**src/rtl/pair_word_receiver_if.sv**
```systemverilog
// Handshake bundle for pair_word_receiver: burst control, complemented-pair
// input stream, FIFO output stream and burst status.
interface pair_word_receiver_if #(
  parameter int unsigned N = 4
);
  logic         start;
  logic         in_valid;
  logic [N-1:0] in_data;
  logic [N-1:0] in_inv;
  logic [N-1:0] out_data;
  logic         out_valid;
  logic         out_ready;
  logic         busy;
  logic         done;
  logic         err;
  logic [7:0]   err_count;
  logic         overflow;

  modport master (
    output start, in_valid, in_data, in_inv, out_ready,
    input  out_data, out_valid, busy, done, err, err_count, overflow
  );

  modport slave (
    input  start, in_valid, in_data, in_inv, out_ready,
    output out_data, out_valid, busy, done, err, err_count, overflow
  );
endinterface

```
**src/rtl/pair_word_receiver.sv**
```systemverilog
// Receives BURST data/complement pairs, discards corrupted words, buffers good
// words in a first-word-fall-through FIFO and reports burst status.
module pair_word_receiver #(
  parameter int unsigned N     = 4,
  parameter int unsigned BURST = 10,
  parameter int unsigned DEPTH = 4
) (
  input  logic                clk,
  input  logic                rst,
  pair_word_receiver_if.slave bus
);
  localparam int unsigned AW = $clog2(DEPTH);

  localparam logic [1:0] S_IDLE  = 2'd0;
  localparam logic [1:0] S_RECV  = 2'd1;
  localparam logic [1:0] S_DRAIN = 2'd2;
  localparam logic [1:0] S_DONE  = 2'd3;

  localparam logic [AW:0] FILL_FULL = DEPTH[AW:0];
  localparam logic [AW:0] FILL_ONE  = {{AW{1'b0}}, 1'b1};
  localparam logic [7:0]  LAST_IDX  = 8'(BURST - 1);

  logic [1:0]   r_state;
  logic [7:0]   r_word_cnt;
  logic         r_err;
  logic [7:0]   r_err_count;
  logic         r_overflow;

  logic [N-1:0] r_mem [DEPTH];
  logic [AW:0]  r_wr_ptr;
  logic [AW:0]  r_rd_ptr;

  logic [AW:0]  w_fill;
  logic         w_empty;
  logic         w_full;
  logic         w_pop;
  logic         w_accept;
  logic         w_good;
  logic         w_push;
  logic         w_drop;
  logic         w_bad;
  logic         w_drained;

  // Pointers carry one extra wrap bit so full and empty are distinguishable.
  assign w_fill    = r_wr_ptr - r_rd_ptr;
  assign w_empty   = (w_fill == '0);
  assign w_full    = (w_fill == FILL_FULL);
  assign w_pop     = !w_empty && bus.out_ready;

  assign w_accept  = (r_state == S_RECV) && bus.in_valid;
  assign w_good    = (bus.in_data == ~bus.in_inv);
  assign w_bad     = w_accept && !w_good;
  assign w_push    = w_accept && w_good && (!w_full || w_pop);
  assign w_drop    = w_accept && w_good && w_full && !w_pop;
  // Popping the last remaining word on this edge already counts as empty.
  assign w_drained = w_empty || ((w_fill == FILL_ONE) && w_pop);

  always_ff @(posedge clk or posedge rst) begin
    if (rst) begin
      r_state     <= S_IDLE;
      r_word_cnt  <= '0;
      r_err       <= 1'b0;
      r_err_count <= '0;
      r_overflow  <= 1'b0;
    end else begin
      case (r_state)
        S_IDLE: begin
          if (bus.start) begin
            r_state     <= S_RECV;
            r_word_cnt  <= '0;
            r_err       <= 1'b0;
            r_err_count <= '0;
            r_overflow  <= 1'b0;
          end
        end
        S_RECV: begin
          if (w_accept) begin
            r_word_cnt <= r_word_cnt + 8'd1;
            if (r_word_cnt == LAST_IDX) begin
              r_state <= S_DRAIN;
            end
          end
          if (w_bad) begin
            r_err <= 1'b1;
            if (r_err_count != '1) begin
              r_err_count <= r_err_count + 8'd1;
            end
          end
          if (w_drop) begin
            r_overflow <= 1'b1;
          end
        end
        S_DRAIN: begin
          if (w_drained) begin
            r_state <= S_DONE;
          end
        end
        default: begin
          r_state <= S_IDLE;
        end
      endcase
    end
  end

  always_ff @(posedge clk or posedge rst) begin
    if (rst) begin
      r_wr_ptr <= '0;
      r_rd_ptr <= '0;
    end else begin
      if (w_push) begin
        r_wr_ptr <= r_wr_ptr + FILL_ONE;
      end
      if (w_pop) begin
        r_rd_ptr <= r_rd_ptr + FILL_ONE;
      end
    end
  end

  always_ff @(posedge clk) begin
    if (w_push) begin
      r_mem[r_wr_ptr[AW-1:0]] <= bus.in_data;
    end
  end

  assign bus.out_data  = r_mem[r_rd_ptr[AW-1:0]];
  assign bus.out_valid = !w_empty;
  assign bus.busy      = (r_state != S_IDLE);
  assign bus.done      = (r_state == S_DONE);
  assign bus.err       = r_err;
  assign bus.err_count = r_err_count;
  assign bus.overflow  = r_overflow;
endmodule

```
**src/flat_wrapper.sv**
```systemverilog
// flat-port wrapper written by rule: the top's interface ports become plain ports
module pair_word_receiver_flat 
#(
  parameter int unsigned N     = 4,
  parameter int unsigned BURST = 10,
  parameter int unsigned DEPTH = 4
)
  (clk, rst, bus_start, bus_in_valid, bus_in_data, bus_in_inv, bus_out_ready, bus_out_data, bus_out_valid, bus_busy, bus_done, bus_err, bus_err_count, bus_overflow);
  pair_word_receiver_if #(.N(N)) bus_i ();
  input  logic clk;
  input  logic rst;
  input wire logic [$bits(bus_i.start)-1:0] bus_start;
  input wire logic [$bits(bus_i.in_valid)-1:0] bus_in_valid;
  input wire logic [$bits(bus_i.in_data)-1:0] bus_in_data;
  input wire logic [$bits(bus_i.in_inv)-1:0] bus_in_inv;
  input wire logic [$bits(bus_i.out_ready)-1:0] bus_out_ready;
  output wire logic [$bits(bus_i.out_data)-1:0] bus_out_data;
  output wire logic [$bits(bus_i.out_valid)-1:0] bus_out_valid;
  output wire logic [$bits(bus_i.busy)-1:0] bus_busy;
  output wire logic [$bits(bus_i.done)-1:0] bus_done;
  output wire logic [$bits(bus_i.err)-1:0] bus_err;
  output wire logic [$bits(bus_i.err_count)-1:0] bus_err_count;
  output wire logic [$bits(bus_i.overflow)-1:0] bus_overflow;
  assign bus_i.start = bus_start;
  assign bus_i.in_valid = bus_in_valid;
  assign bus_i.in_data = bus_in_data;
  assign bus_i.in_inv = bus_in_inv;
  assign bus_i.out_ready = bus_out_ready;
  assign bus_out_data = bus_i.out_data;
  assign bus_out_valid = bus_i.out_valid;
  assign bus_busy = bus_i.busy;
  assign bus_done = bus_i.done;
  assign bus_err = bus_i.err;
  assign bus_err_count = bus_i.err_count;
  assign bus_overflow = bus_i.overflow;
  pair_word_receiver #(.N(N), .BURST(BURST), .DEPTH(DEPTH)) u_core (.clk(clk), .rst(rst), .bus(bus_i));
endmodule
```
**config.mk**
```make
export PLATFORM = sky130hd
export DESIGN_NAME = pair_word_receiver_flat
export DESIGN_NICKNAME = d
export VERILOG_FILES = /design/src/rtl/pair_word_receiver_if.sv /design/src/rtl/pair_word_receiver.sv /design/src/flat_wrapper.sv
export SDC_FILE = /design/constraint.sdc
export NUM_CORES = 1
export LEC_CHECK = 0
export BUFFER_PORTS_ARGS = -buffer_cell sky130_fd_sc_hd__buf_2
export CORE_ASPECT_RATIO = 0.9
export CORE_MARGIN = 2
export CORE_UTILIZATION = 26
export DETAILED_ROUTE_END_ITERATION = 8
export PLACE_DENSITY = 0.46
export REMOVE_ABC_BUFFERS = 1
export SYNTH_ARGS = -nofsm -noshare
export SYNTH_HDL_FRONTEND = slang
export SYNTH_SLANG_ARGS = --single-unit
export TNS_END_PERCENT = 30
```
**constraint.sdc**
```tcl
create_clock -name clk -period 2.1 [get_ports clk]
set_input_delay 0.63 -clock clk [delete_from_list [all_inputs] [get_ports clk]]
set_output_delay 0.63 -clock clk [all_outputs]
set_load 0.1 [all_outputs]
```
==> summary by stage <==
Power
The part of the total power dissipated in combinational logic is roughly 60%. The register share of total power is between 20% and 30%. The power per unit of standard cell area is 1490 mW/mm². The leakage power summed over all cells is approximately 0.0013 µW. The clock group share of total power is 14.5%. Net switching is ~45% of the power.

The internal portion of the total power is ~2400 µW. The net switching power is 1920 µW. IR analysis of the VDD net gives a maximum drop of 1480 µV.

Floorplanning
The initialized floorplan defines 31 standard-cell rows. The die footprint is around 0.009 mm². The die outline width is around 100 µm. After floorplanning, the core was sized to cover approximately 0.0081 mm².

The die is around 91 µm tall. The initial utilization of the core area, before any placement, comes to 27.1%. 30 I/O pins were placed.

Place
Once detailed placement completed, the half-perimeter wirelength came to around 3500 µm. The area of placed instances is roughly 0.0027 mm². The congestion estimate from routability-driven global placement came to 0.695. Buffers placed on the I/O ports in this run total 29.

Clock tree
The clock slew seen by the registers of the worst setup and hold paths is ~80 ps. The cts-stage hold buffer count is 0. TritonCTS built the clock tree.

In this run the deepest clock path goes through 2 buffers. For the worst-skew pair, the clock arrives at the later sink with an insertion delay of between 200 and 300 ps. The clock root buffer master is sky130_fd_sc_hd__clkbuf_8. The count of clock tree sinks is 42. The number of buffers created by CTS is 5. The H-tree level count is 2.

Timing
Setup violations remaining at the end of the flow were counted as 22. The number of hold violations in the final report came to 0. The post-route minimum period is roughly 2400 ps. The number of pins with negative max-slew slack in the final report came to 0.

The maximum achievable frequency is between 400 and 500 MHz. Setup repair after global routing could not meet its margin everywhere. The clock arrives with roughly 5.7 ps of skew. The smallest hold slack is 381 ps. The actual transition at the worst max-transition pin is 505 ps. The worst slew margin relative to its limit is 66.6%. The worst setup slack after layout is -270 ps. The final period utilization is 113%.

Synthesis
The area share of xor/xnor cells in the synthesized design is roughly 8%. Among all flip-flop cells after synthesis, the most frequent one is sky130_fd_sc_hd__dfrtp_1. A synthesized cell averages about 12 µm². The main combinational cell family by area after synthesis is simple AND/OR/NAND/NOR gates. After synthesis, the share of flip-flops with an asynchronous set or reset is between 60% and 70%. Yosys attributes the largest share of cell area to sky130_fd_sc_hd__dfrtp_1 (30%), sky130_fd_sc_hd__edfxtp_1 (22%), sky130_fd_sc_hd__ha_1 (8.0%), sky130_fd_sc_hd__mux4_2 (4.1%), sky130_fd_sc_hd__xnor2_1 (3.6%). After synthesis, flip-flops and latches occupy ~52% of the total area. The most repeated cell in the gate-level netlist after synthesis is sky130_fd_sc_hd__dfrtp_1.

Yosys printed 0 warnings. The number of enable-type register cells in the synthesized netlist is 16. After Yosys synthesis, and, or, nand and nor cells account for roughly 16% of the synthesized area.

The synthesized netlist devotes under 10% of its cell area to compound gates. The cell area after synthesis is 0.00219 mm². After synthesis, the most frequently instantiated cells are sky130_fd_sc_hd__dfrtp_1 (26), sky130_fd_sc_hd__edfxtp_1 (16), sky130_fd_sc_hd__ha_1 (14), sky130_fd_sc_hd__nor2_1 (14). The count of distinct cell types in the synthesized netlist is 45.

Synthesis produced roughly 180 cells. Summed over all instances, the cell type with the most area after synthesis is sky130_fd_sc_hd__dfrtp_1. Summed over its instances, the top area cell type makes up 29.7% of the synthesized netlist area. Synthesis inferred 42 register bits. The portion of synthesized area spent on multiplexers is between 7 and 8%. After Yosys synthesis, full adders, half adders and majority gates account for between 8 and 9% of the synthesized area.

Drt
The routed length per instance is 13.3 µm. The DRC marker count from the first detailed-route iteration is between 40 and 50. The number of search-and-repair iterations in the first detailed-routing pass is 4. The number of vias after detailed routing is ~1.5k. Dividing the detail-routed via count by the number of cells gives 4.43. The number of nets with antenna violations after detailed routing is 0. The total wirelength of the detailed-routed design is about 4500 µm.

For this run, design rule violations remaining after detail routing come to 0.

Setup path
The timing startpoint of the critical path is u_core.r_rd_ptr[0]. The worst register-to-register path ends at u_core.r_state[1]. The endpoint required time on the critical path is around 1500 ps.

The launch instance of the worst register-to-register path is u_core.r_rd_ptr[0]. For the worst flop-to-flop path, the logic depth is 8. STA classifies the critical path endpoint as an output port.

STA classifies the critical path startpoint as a flop. For flop-to-flop paths, the worst setup slack is -80 ps. STA puts the critical path data arrival time at 1740 ps.

In this run the worst path has a maximum fanout of 2. The worst setup path is of the flop to output port kind.

Global route
The number of global-route vias before repair is ~1.5k. The sum of overflow across all layers after global routing is 0. Entering global routing, the biggest net connects 27 pins. Global routing used a little over a tenth of the available tracks across all layers. The number of antenna violations at the first check in global routing is 0. The global-route wire length before repair is 7740 µm.

Finish
The net total in the final layout is around 270. The repair_antennas step left the layout with diodes totalling 0. The layout-stage area growth over the synthesis result is 31.3%. Of the cells placed in the final design, the portion with a size suffix greater than 1 is between 30% and 40%.

The design area is 0.00288 mm².

Hold path
The worst hold path belongs to the class primary input to asynchronous set/reset pin.

Run status
The final reports fail on setup timing. The run finished, with violations left.

Flow run
Across the run, the number of max-cap violations was 0.
[power by group through the flow]
stage	registers (µW)	clock network [µW]	logic [µW]
floorplan	1260	0	1420
global placement	1090	0	2330
detailed placement	1090	0	2340
CTS	1090	643	2560
global route	1110	669	2770
finish	1080	619	2570
[cell families after synthesis]
kind of cell	count (synthesis)
compound gates	19
xor+xnor	18
fa+ha+maj	15
buf+inv	14
flops	42
mux	10
simple gates	61
[critical path, stage by stage (launching register included)]
cell                      delay [ps]
sky130_fd_sc_hd__dfrtp_1         420
sky130_fd_sc_hd__ha_4            170
sky130_fd_sc_hd__fa_2            320
sky130_fd_sc_hd__xnor3_2         260
sky130_fd_sc_hd__nand3_4          90
sky130_fd_sc_hd__buf_12          170
[sequential cells by signal (all words and copies together), names as in the netlist]
signal / count
u_core.r_mem: 16
u_core.bus.err_count: 8
u_core.r_word_cnt: 8
u_core.r_rd_ptr: 3
u_core.r_wr_ptr: 3
u_core.r_state: 2
u_core.bus.err: 1
u_core.bus.overflow: 1
[through the flow]
step	TNS (ps)	total power, µW	setup slack, ps	utilization, %	cells
after floorplan	-5380	2680	-880	-	175
after global placement	-608	3430	-55.5	32.9	329
after detailed placement	-1060	3430	-84.6	32.9	329
after CTS	-995	4280	-292	35.2	337
after global routing	-3920	4550	-340	35.5	338
final	-1210	4280	-270	35.5	338
[timing repair]
item / 4_1_cts / 5_1_grt
pin swaps: 5 / 3
buffers inserted: 1 / 1
gates resized for setup: 24 / 7
hold endpoints to repair: 0 / 0
setup endpoints to repair: 24 / 31
[layout make-up]
cell class | count | area (µm²)
clock buffer | 8 | 111
sequential | 42 | 1130
multi-input combinational | 123 | 1070
timing repair buffer | 56 | 407
fill | 790 | 5230
inverter | 10 | 37.5
tap | 99 | 124
[worst max-delay path by stage]
stage                                    end  slack, ps  cells past startpoint
after floorplan           u_core.r_rd_ptr[1]       -880                      6
after global placement         bus_out_valid        -60                      5
after detailed placement  u_core.r_mem[3][1]        -80                      7
after CTS                      bus_out_valid       -290                      5
after global routing           bus_out_valid       -340                      6
final                          bus_out_valid       -270                      5
[routing by layer]
layer,vias to the layer above,wire [µm],global-route usage [%]
met1,712,2180,15.3
met2,25,2100,16.2
met5,-,0,0
li1,756,-,-
met3,5,130,2.23
met4,0,70,4.57
[placed cells by master, fill, tap and decap left out, drive strengths merged, types with 7 or more instances in the layout]
cell type,count
dfrtp,26
nor2,15
nand3,7
xor2,8
buf,56
inv,10
edfxtp,16
clkbuf,8
ha,14
nand2,10
xnor2,9
(Power assumes the default switching activity.)
